## config.mk

```make
export PLATFORM = sky130hd
export DESIGN_NAME = mask_rmw_responder
export DESIGN_NICKNAME = d
export VERILOG_FILES = /design/src/rtl/rmw_pkg.sv /design/src/rtl/rmw_mask_reg.sv /design/src/rtl/mask_rmw_responder.sv
export SDC_FILE = /design/constraint.sdc
export NUM_CORES = 1
export LEC_CHECK = 0
export CAP_MARGIN = 20
export CORE_MARGIN = 3
export CORE_UTILIZATION = 53
export CTS_CLUSTER_DIAMETER = 100
export CTS_CLUSTER_SIZE = 8
export DETAILED_ROUTE_END_ITERATION = 6
export PLACE_DENSITY = 0.81
export SETUP_SLACK_MARGIN = 0.4
export SLEW_MARGIN = 20
export SYNTH_ARGS = -nofsm -noshare
export SYNTH_HDL_FRONTEND = slang
export SYNTH_SLANG_ARGS = --single-unit
```

## constraint.sdc

```tcl
create_clock -name clk -period 1.9 [get_ports clk]
set_input_delay 0.38 -clock clk [delete_from_list [all_inputs] [get_ports clk]]
set_output_delay 0.38 -clock clk [all_outputs]
set_load 0.1 [all_outputs]
```

## src/rtl/rmw_pkg.sv

```systemverilog
// Shared types and constants for the masked read-modify-write responder.
package rmw_pkg;

    localparam int WIDTH = 8;
    localparam int DEPTH = 8;
    localparam logic [7:0] MASK_INIT = 8'h01;

    typedef enum logic [1:0] {
        OP_SET    = 2'b00,
        OP_CLR    = 2'b01,
        OP_TOGGLE = 2'b10,
        OP_LOAD   = 2'b11
    } op_t;

    typedef enum logic [1:0] {
        ST_IDLE   = 2'b00,
        ST_READ   = 2'b01,
        ST_MODIFY = 2'b10,
        ST_WRITE  = 2'b11
    } state_t;

endpackage

```

## src/rtl/rmw_mask_reg.sv

```systemverilog
// Rotating mask register: reinitialise on rst_mask, rotate left on shift.
module rmw_mask_reg
    import rmw_pkg::*;
#(
    parameter int WIDTH = rmw_pkg::WIDTH
) (
    input  logic             clk,
    input  logic             rst,
    input  logic             rst_mask,
    input  logic             shift,
    output logic [WIDTH-1:0] mask
);

    logic [WIDTH-1:0] mask_q;
    logic [WIDTH-1:0] mask_d;

    // rst_mask wins over a coincident shift
    always_comb begin
        mask_d = mask_q;
        if (rst_mask) begin
            mask_d = WIDTH'(MASK_INIT);
        end else if (shift) begin
            mask_d = {mask_q[WIDTH-2:0], mask_q[WIDTH-1]};
        end
    end

    always_ff @(posedge clk) begin
        if (!rst) begin
            mask_q <= WIDTH'(MASK_INIT);
        end else begin
            mask_q <= mask_d;
        end
    end

    assign mask = mask_q;

endmodule

```

## src/rtl/mask_rmw_responder.sv

```systemverilog
// Masked RMW engine over a small register-array memory, with an independent read port.
// state  | meaning
// IDLE   | waiting for wr; captures op/addr/wdata/mask
// READ   | tmp <= mem[addr]
// MODIFY | tmp <= f(op, tmp, captured mask, wdata)
// WRITE  | mem[addr] <= tmp, done next cycle
module mask_rmw_responder
    import rmw_pkg::*;
#(
    parameter int WIDTH = rmw_pkg::WIDTH,
    parameter int DEPTH = rmw_pkg::DEPTH,
    localparam int AW = $clog2(DEPTH)
) (
    input  logic             clk,
    input  logic             rst,
    input  logic             rst_mask,
    input  logic             shift,
    input  logic             wr,
    input  logic [1:0]       op,
    input  logic [AW-1:0]    addr,
    input  logic [WIDTH-1:0] wdata,
    input  logic             rd_en,
    input  logic [AW-1:0]    rd_addr,
    output logic [WIDTH-1:0] rd_data,
    output logic             rd_valid,
    output logic [WIDTH-1:0] mask,
    output logic             busy,
    output logic             done,
    output logic             err
);

    state_t           state_q;
    op_t              op_q;
    logic [AW-1:0]    addr_q;
    logic [WIDTH-1:0] wdata_q;
    logic [WIDTH-1:0] mcap_q;
    logic [WIDTH-1:0] tmp_q;
    logic [WIDTH-1:0] tmp_d;
    logic [WIDTH-1:0] mem_q [DEPTH];
    logic [WIDTH-1:0] rd_data_q;
    logic             rd_valid_q;
    logic             done_q;
    logic             err_q;

    rmw_mask_reg #(.WIDTH(WIDTH)) u_mask (
        .clk      (clk),
        .rst      (rst),
        .rst_mask (rst_mask),
        .shift    (shift),
        .mask     (mask)
    );

    always_comb begin
        tmp_d = tmp_q;
        case (op_q)
            OP_SET:    tmp_d = tmp_q | mcap_q;
            OP_CLR:    tmp_d = tmp_q & ~mcap_q;
            OP_TOGGLE: tmp_d = tmp_q ^ mcap_q;
            OP_LOAD:   tmp_d = (wdata_q & mcap_q) | (tmp_q & ~mcap_q);
        endcase
    end

    always_ff @(posedge clk) begin
        if (!rst) begin
            state_q    <= ST_IDLE;
            op_q       <= OP_SET;
            addr_q     <= '0;
            wdata_q    <= '0;
            mcap_q     <= '0;
            tmp_q      <= '0;
            rd_data_q  <= '0;
            rd_valid_q <= 1'b0;
            done_q     <= 1'b0;
            err_q      <= 1'b0;
            for (int i = 0; i < DEPTH; i++) begin
                mem_q[i] <= '0;
            end
        end else begin
            done_q     <= 1'b0;
            err_q      <= 1'b0;
            rd_valid_q <= rd_en;
            // reads see mem_q before any same-edge WRITE update
            if (rd_en) begin
                rd_data_q <= mem_q[rd_addr];
            end
            case (state_q)
                ST_IDLE: begin
                    if (wr) begin
                        op_q    <= op_t'(op);
                        addr_q  <= addr;
                        wdata_q <= wdata;
                        mcap_q  <= mask;
                        state_q <= ST_READ;
                    end
                end
                ST_READ: begin
                    err_q   <= wr;
                    tmp_q   <= mem_q[addr_q];
                    state_q <= ST_MODIFY;
                end
                ST_MODIFY: begin
                    err_q   <= wr;
                    tmp_q   <= tmp_d;
                    state_q <= ST_WRITE;
                end
                ST_WRITE: begin
                    err_q         <= wr;
                    mem_q[addr_q] <= tmp_q;
                    done_q        <= 1'b1;
                    state_q       <= ST_IDLE;
                end
            endcase
        end
    end

    assign busy     = (state_q != ST_IDLE);
    assign done     = done_q;
    assign err      = err_q;
    assign rd_data  = rd_data_q;
    assign rd_valid = rd_valid_q;

endmodule

```

==> results_dict.tcl, run 1 <==
set metrics [dict create \
    status "complete, but fails checks" \
    violations "design-rule violations" \
    vias 4958 \
    clkPwrFrac 0.339 \
    setup_ws_ps 86.0 \
    cts.clk_slew.worst_paths_ps 60 \
    hold_class "input port to register" \
    r2r-start "state_q[1]" \
    utilization 0.748 \
    clock-sinks 117 \
    clock.fmax_ghz 0.551 \
    clockRootBuffer "clkbuf_8" \
    yosys-top-cells-count "edfxtp_1 (64), dfxtp_1 (53), nand2_1 (49), nor3_1 (48), o21ai_0 (33)" \
    yosys-top-cells-area "edfxtp_1 (33%), dfxtp_1 (18%), mux4_2 (11%)" \
    crit_start "state_q[1]" \
    grt_pass1_wl_um 26100 \
    worstPathMaxFanout 8 \
    grt-ovfl-total 0 \
    hold_viol_final 0 \
    synth_edf_count 64 \
    clk_latency_ps 530 \
    core-area_um2 10500 \
    yosysSeqAreaShare 0.514 \
    p_seq_frac 0.337 \
    drt-pass1-iter-count 7 \
    switching_power_w 0.00344 \
    cts_tree "done" \
    peakVddDrop_mv 1.30 \
    synth_warnings 0 \
    crit_end "tmp_q[1]" \
    tightest_slew_ps 642 \
    dp_slack_ps -51.7 \
    worstSetupPathType "register to register" \
    drt-total-wl_um 18700 \
    synth_nets 546 \
    antenna_found_initial 0 \
    relSlewSlack 0.572 \
    powerDensity_nw_per_um2 1190 \
    period_share 0.955 \
    portBuffers 41 \
    final-setup-viol-count 0 \
    die_w_um 111 \
    yosys.area.top_type_share 0.331 \
    start_util 0.552 \
    critPathArrivalTime_ps 2230 \
    required_ps 2320 \
    p_int_w 0.00589 \
    io_pins 42 \
    rsz0062_at_grt "yes" \
    chipHeight_um 111 \
    rr_endpoint "tmp_q[1]" \
    ys_types 35 \
    die_area_um2 12200 \
    dp_hpwl_um 9970 \
    synth_area_um2 5800 \
    combPwrFrac 0.324 \
    antenna_left 0 \
    netSwitchingFraction 0.369 \
    finalNetCount 616 \
    synthCells 504 \
    finalCriticalPeriod_ps 1810 \
    drt_iter0_drc 963 \
    syn_area_per_cell_um2 11.5 \
    cts_hold_buf 0 \
    gp_congestion 0.900 \
    endpoint_kind "register" \
    worst_r2r_path_depth 6 \
    syn_to_final_growth_pct 35.5 \
    drv_cap 0 \
    drv_slew 0 \
    clock_path_buffers 2 \
    cts-buffers-inserted 17 \
    htreeDepth 4 \
    async_flop_share 0 \
    num_antenna_cells 0 \
    ff2ff_setup_slack_ps 90 \
    synth.ff_latch_count 117 \
    rows 37 \
    grt_pass1_vias 4773 \
    synth_most_common_cell "edfxtp_1" \
    drt-wirelength-per-cell_um 25.9 \
    p_leak_nw 2.73 \
    grt_usage 0.271 \
    finalClockSkew_ps 10.8 \
    grt_max_degree 51 \
    critPathLaunchType "register" \
    drc_errors 4 \
    viasPerCell 6.86 \
    drive_gt1_frac 0.353 \
    ys.flop_type "edfxtp_1" \
    synth_largest_area_cell "edfxtp_1" \
]
-- final cells by class --
type | count | area, um2
Clock inverter | 15 | 160
Multi-Input combinational cell | 325 | 2860
Inverter | 19 | 77.6
Sequential cell | 117 | 3020
Fill cell | 552 | 2650
Clock buffer | 17 | 414
Tap cell | 136 | 170
Timing Repair Buffer | 94 | 1160
-- layout by cell type (no fill, tap or decap), drive strengths merged, types with 18 or more instances in the layout --
cell and n:
a21boi 21, buf 73, clkbuf 18, clkdlybuf4s50 20, dfxtp 53, edfxtp 64, ha 20, inv 20
mux2i 19, mux4 29, nand2 49, nor2 25, nor3 48, o21ai 33
-- power by group through the flow --
stage / clock network (W) / registers [W] / logic, W
after detailed placement: 0 / 0.00315 / 0.00243
after floorplan: 0 / 0.00323 / 0.00160
after global routing: 0.00329 / 0.00316 / 0.00316
after CTS: 0.00313 / 0.00311 / 0.00269
final: 0.00317 / 0.00315 / 0.00302
after global placement: 0 / 0.00314 / 0.00234
-- sequential cells by signal (all words and copies together) (netlist names), named ones only --
signal and count:
u_mask.mask 8, addr_q 3, err 1, done 1, op_q 2, mem_q 64
rd_valid 1, state_q 2, rd_data 8, wdata_q 8, tmp_q 8, mcap_q 8
-- per-stage QoR --
stage	std cells	hold slack, ps	total power [W]	area (um2)	TNS, ps
after global placement	675	458	0.00548	6670	-165
after global routing	723	188	0.00961	7860	0
final	723	203	0.00934	7860	0
after detailed placement	675	465	0.00558	6670	-299
after CTS	718	180	0.00893	7530	0
after floorplan	504	443	0.00483	5920	0
-- worst max-delay path: stages (launching register included) --
cell       delay [ps]
dfxtp_2           350
inv_2              60
ha_4              280
or3b_4            480
a2111oi_4         230
a311oi_1          120
o221a_2           160
-- cells by family (layout without fill, tap and decap cells) --
| logic type | count (synthesis) | count (layout) | share of synthesized area |
|---|---|---|---|
| buffers and inverters | 62 | 145 | 0.0479 |
| AOI/OAI and AO/OA | 101 | 101 | 0.123 |
| adders and majority gates | 20 | 20 | 0.0431 |
| and+or+nand+nor | 156 | 156 | 0.127 |
| DFF | 117 | 117 | 0.514 |
| muxes | 48 | 48 | 0.145 |
-- metal layers --
layer	up-vias	GRT usage	wire, um
met5	-	0	0
met4	0	0.134	1170
met3	124	0.0696	2060
met2	420	0.441	9190
met1	2376	0.336	6310
li1	2038	-	-
-- worst min path at each step --
stage	start	endpoint	depth (start not counted)
2_1_floorplan	wdata_q[0]	wdata_q[0]	2
3_3_place_gp	wdata_q[7]	wdata_q[7]	2
3_5_place_dp	wdata_q[0]	wdata_q[0]	2
4_1_cts	rst	done	2
5_1_grt	rst	done	2
6_report	rst	done	2
-- repair_timing --
action / CTS / global route
endpoints found under the setup margin: 151 / 134
gates cloned: 0 / 2
pin swaps: 6 / 5
setup buffers: 11 / 3
resized for setup: 55 / 60
Power figures use the tool's default switching activity.
==> run 2, diff against run 1 <==
--- a/config.mk
+++ b/config.mk
@@ -12,6 +12,7 @@
 export CTS_CLUSTER_SIZE = 8
 export DETAILED_ROUTE_END_ITERATION = 6
 export PLACE_DENSITY = 0.81
+export REMOVE_ABC_BUFFERS = 1
 export SETUP_SLACK_MARGIN = 0.4
 export SLEW_MARGIN = 20
 export SYNTH_ARGS = -nofsm -noshare
==> results_dict.tcl, run 2 (synthesis results as in run 1) <==
set metrics [dict create \
    status "complete, but fails checks" \
    num_antenna_cells 0 \
    dpl-instance-area_um2 6660 \
    p_leak_nw 2.91 \
    rsz0062_at_grt "yes" \
    hold_class "input port to register" \
    hold_viol_final 0 \
    finalNetCount 622 \
    core-area_um2 10500 \
    vias 5124 \
    rows 37 \
    grt-ovfl-total 0 \
    clk_latency_ps 530 \
    tightest_slew_ps 622 \
    cts.clk_slew.worst_paths_ps 60 \
    grt_usage 0.256 \
    endpoint_kind "register" \
    required_ps 2150 \
    cts-buffers-inserted 17 \
    antenna_found_initial 0 \
    min_path_cells 3 \
    final-setup-viol-count 1 \
    drt-total-wl_um 20600 \
    grt_pass1_wl_um 24600 \
    placed_cells 680 \
    portBuffers 41 \
    critPathLaunchType "register" \
    largest_reg_flops 64 \
    whs_ps 404 \
    cts_tree "done" \
    clock_path_buffers 2 \
    drt-wirelength-per-cell_um 28.2 \
    drv_cap 0 \
    critPathArrivalTime_ps 2250 \
    violations "negative setup slack" \
    htreeDepth 4 \
    ff2ff_setup_slack_ps -100 \
    grt_pass1_vias 4660 \
    instances_no_fill 729 \
    chipHeight_um 111 \
    cts_hold_buf 0 \
    setup_ws_ps -96.1 \
    period_share 1.05 \
    finalCriticalPeriod_ps 2000 \
    clock.fmax_ghz 0.501 \
    powerDensity_nw_per_um2 1170 \
    drt-pass1-iter-count 6 \
    clock-sinks 117 \
    start_util 0.552 \
    regMostFlops "mem_q" \
    worstPathMaxFanout 6 \
    clockRootBuffer "clkbuf_8" \
    die_w_um 111 \
    drc_errors 0 \
    rr_endpoint "mem_q[4][1]" \
    r2r-start "state_q[0]" \
    drv_slew 0 \
    gp_congestion 0.867 \
    finalClockSkew_ps 6.83 \
    worstSetupPathType "register to register" \
    worstHoldStart "wdata[0]" \
    die_area_um2 12200 \
    min_to "wdata_q[0]" \
    drt_iter0_drc 693 \
    antenna_left 0 \
    dp_hpwl_um 9580 \
    grt_max_degree 51 \
    layout_commonest_cell "edfxtp_1" \
    relSlewSlack 0.582 \
    io_pins 42 \
    drive_gt1_frac 0.403 \
    dp_slack_ps -171 \
    viasPerCell 7.03 \
    stdcell_area_um2 8330 \
    worst_r2r_path_depth 6 \
    peakVddDrop_mv 1.17 \
    syn_to_final_growth_pct 43.6 \
    mostFrequentLayoutCells "edfxtp_1 (64), nand2_1 (48), nor3_2 (39)" \
]
==> run 2: cell count changes in the layout (fill, tap and decap cells not counted), sizes merged <==
cell          change
inv               -7
dlymetal6s2s      +1
clkbuf           +14
buf               -1
nand2             +1
clkinvlp          -3
bufinv            +1
==> run 2: cell type report <==
type | count | area [um2]
Tap cell | 136 | 170
Clock buffer | 26 | 541
Timing Repair Buffer | 99 | 1310
Multi-Input combinational cell | 326 | 3150
Inverter | 19 | 73.8
Sequential cell | 117 | 3010
Fill cell | 490 | 2180
Clock inverter | 6 | 82.6
==> run 2: critical path: stages, from the launching register on <==
cell	delay [ps]
dfxtp_2	360
buf_4	130
ha_2	150
and2_4	250
nand2_4	140
buf_12	200
nor4_1	480
==> run 2: repair_timing <==
| item | in CTS | in global routing |
|---|---|---|
| endpoints found under the setup margin | 150 | 149 |
| setup buffers | 1 | 9 |
| gates resized for setup | 63 | 118 |
| pin swaps | 11 | 8 |
| gates cloned | 0 | 7 |
==> run 2: per-stage QoR <==
stage | power, W | TNS (ps) | util
2_1_floorplan | 0.00456 | -25330 | -
3_3_place_gp | 0.00542 | -5520 | 0.633
3_5_place_dp | 0.00551 | -7340 | 0.633
4_1_cts | 0.00906 | 0 | 0.714
5_1_grt | 0.00996 | -88.5 | 0.793
6_report | 0.00973 | -96.1 | 0.793
==> run 2: worst max-delay path by stage <==
stage / start / end / slack (ps) / cells past startpoint
final: state_q[0] / mem_q[4][1] / -100 / 6
after global routing: state_q[0] / mem_q[4][1] / -90 / 6
after CTS: state_q[0] / tmp_q[5] / 190 / 6
after detailed placement: rst / tmp_q[1] / -170 / 5
after global placement: rst / mem_q[0][5] / -140 / 5
after floorplan: state_q[1] / mem_q[0][0] / -440 / 4
==> run 2: routing by layer <==
| metal | up-vias | track usage | routed length, um |
|---|---|---|---|
| li1 | 2048 | - | - |
| met1 | 2492 | 0.313 | 6930 |
| met2 | 444 | 0.449 | 10100 |
| met3 | 140 | 0.0537 | 1990 |
| met4 | 0 | 0.0903 | 1580 |
| met5 | - | 0 | 0 |
==> run 2: power breakdown <==
group	internal [W]	leakage, nW	switching, W
Clock	0.00220	0.312	0.00120
Sequential	0.00290	1.10	0.000285
Combinational	0.00123	1.49	0.00192
Total	0.00633	2.91	0.00340
==> run 3, diff against run 2 <==
--- a/config.mk
+++ b/config.mk
@@ -5,7 +5,8 @@
 export SDC_FILE = /design/constraint.sdc
 export NUM_CORES = 1
 export LEC_CHECK = 0
-export CAP_MARGIN = 20
+export ABC_CLOCK_PERIOD_IN_PS = 1900
+export CAP_MARGIN = 40
 export CORE_MARGIN = 3
 export CORE_UTILIZATION = 53
 export CTS_CLUSTER_DIAMETER = 100
==> results of run 3 <==
Same layout as run 2: the final DEF is identical, and so are final timing and power.
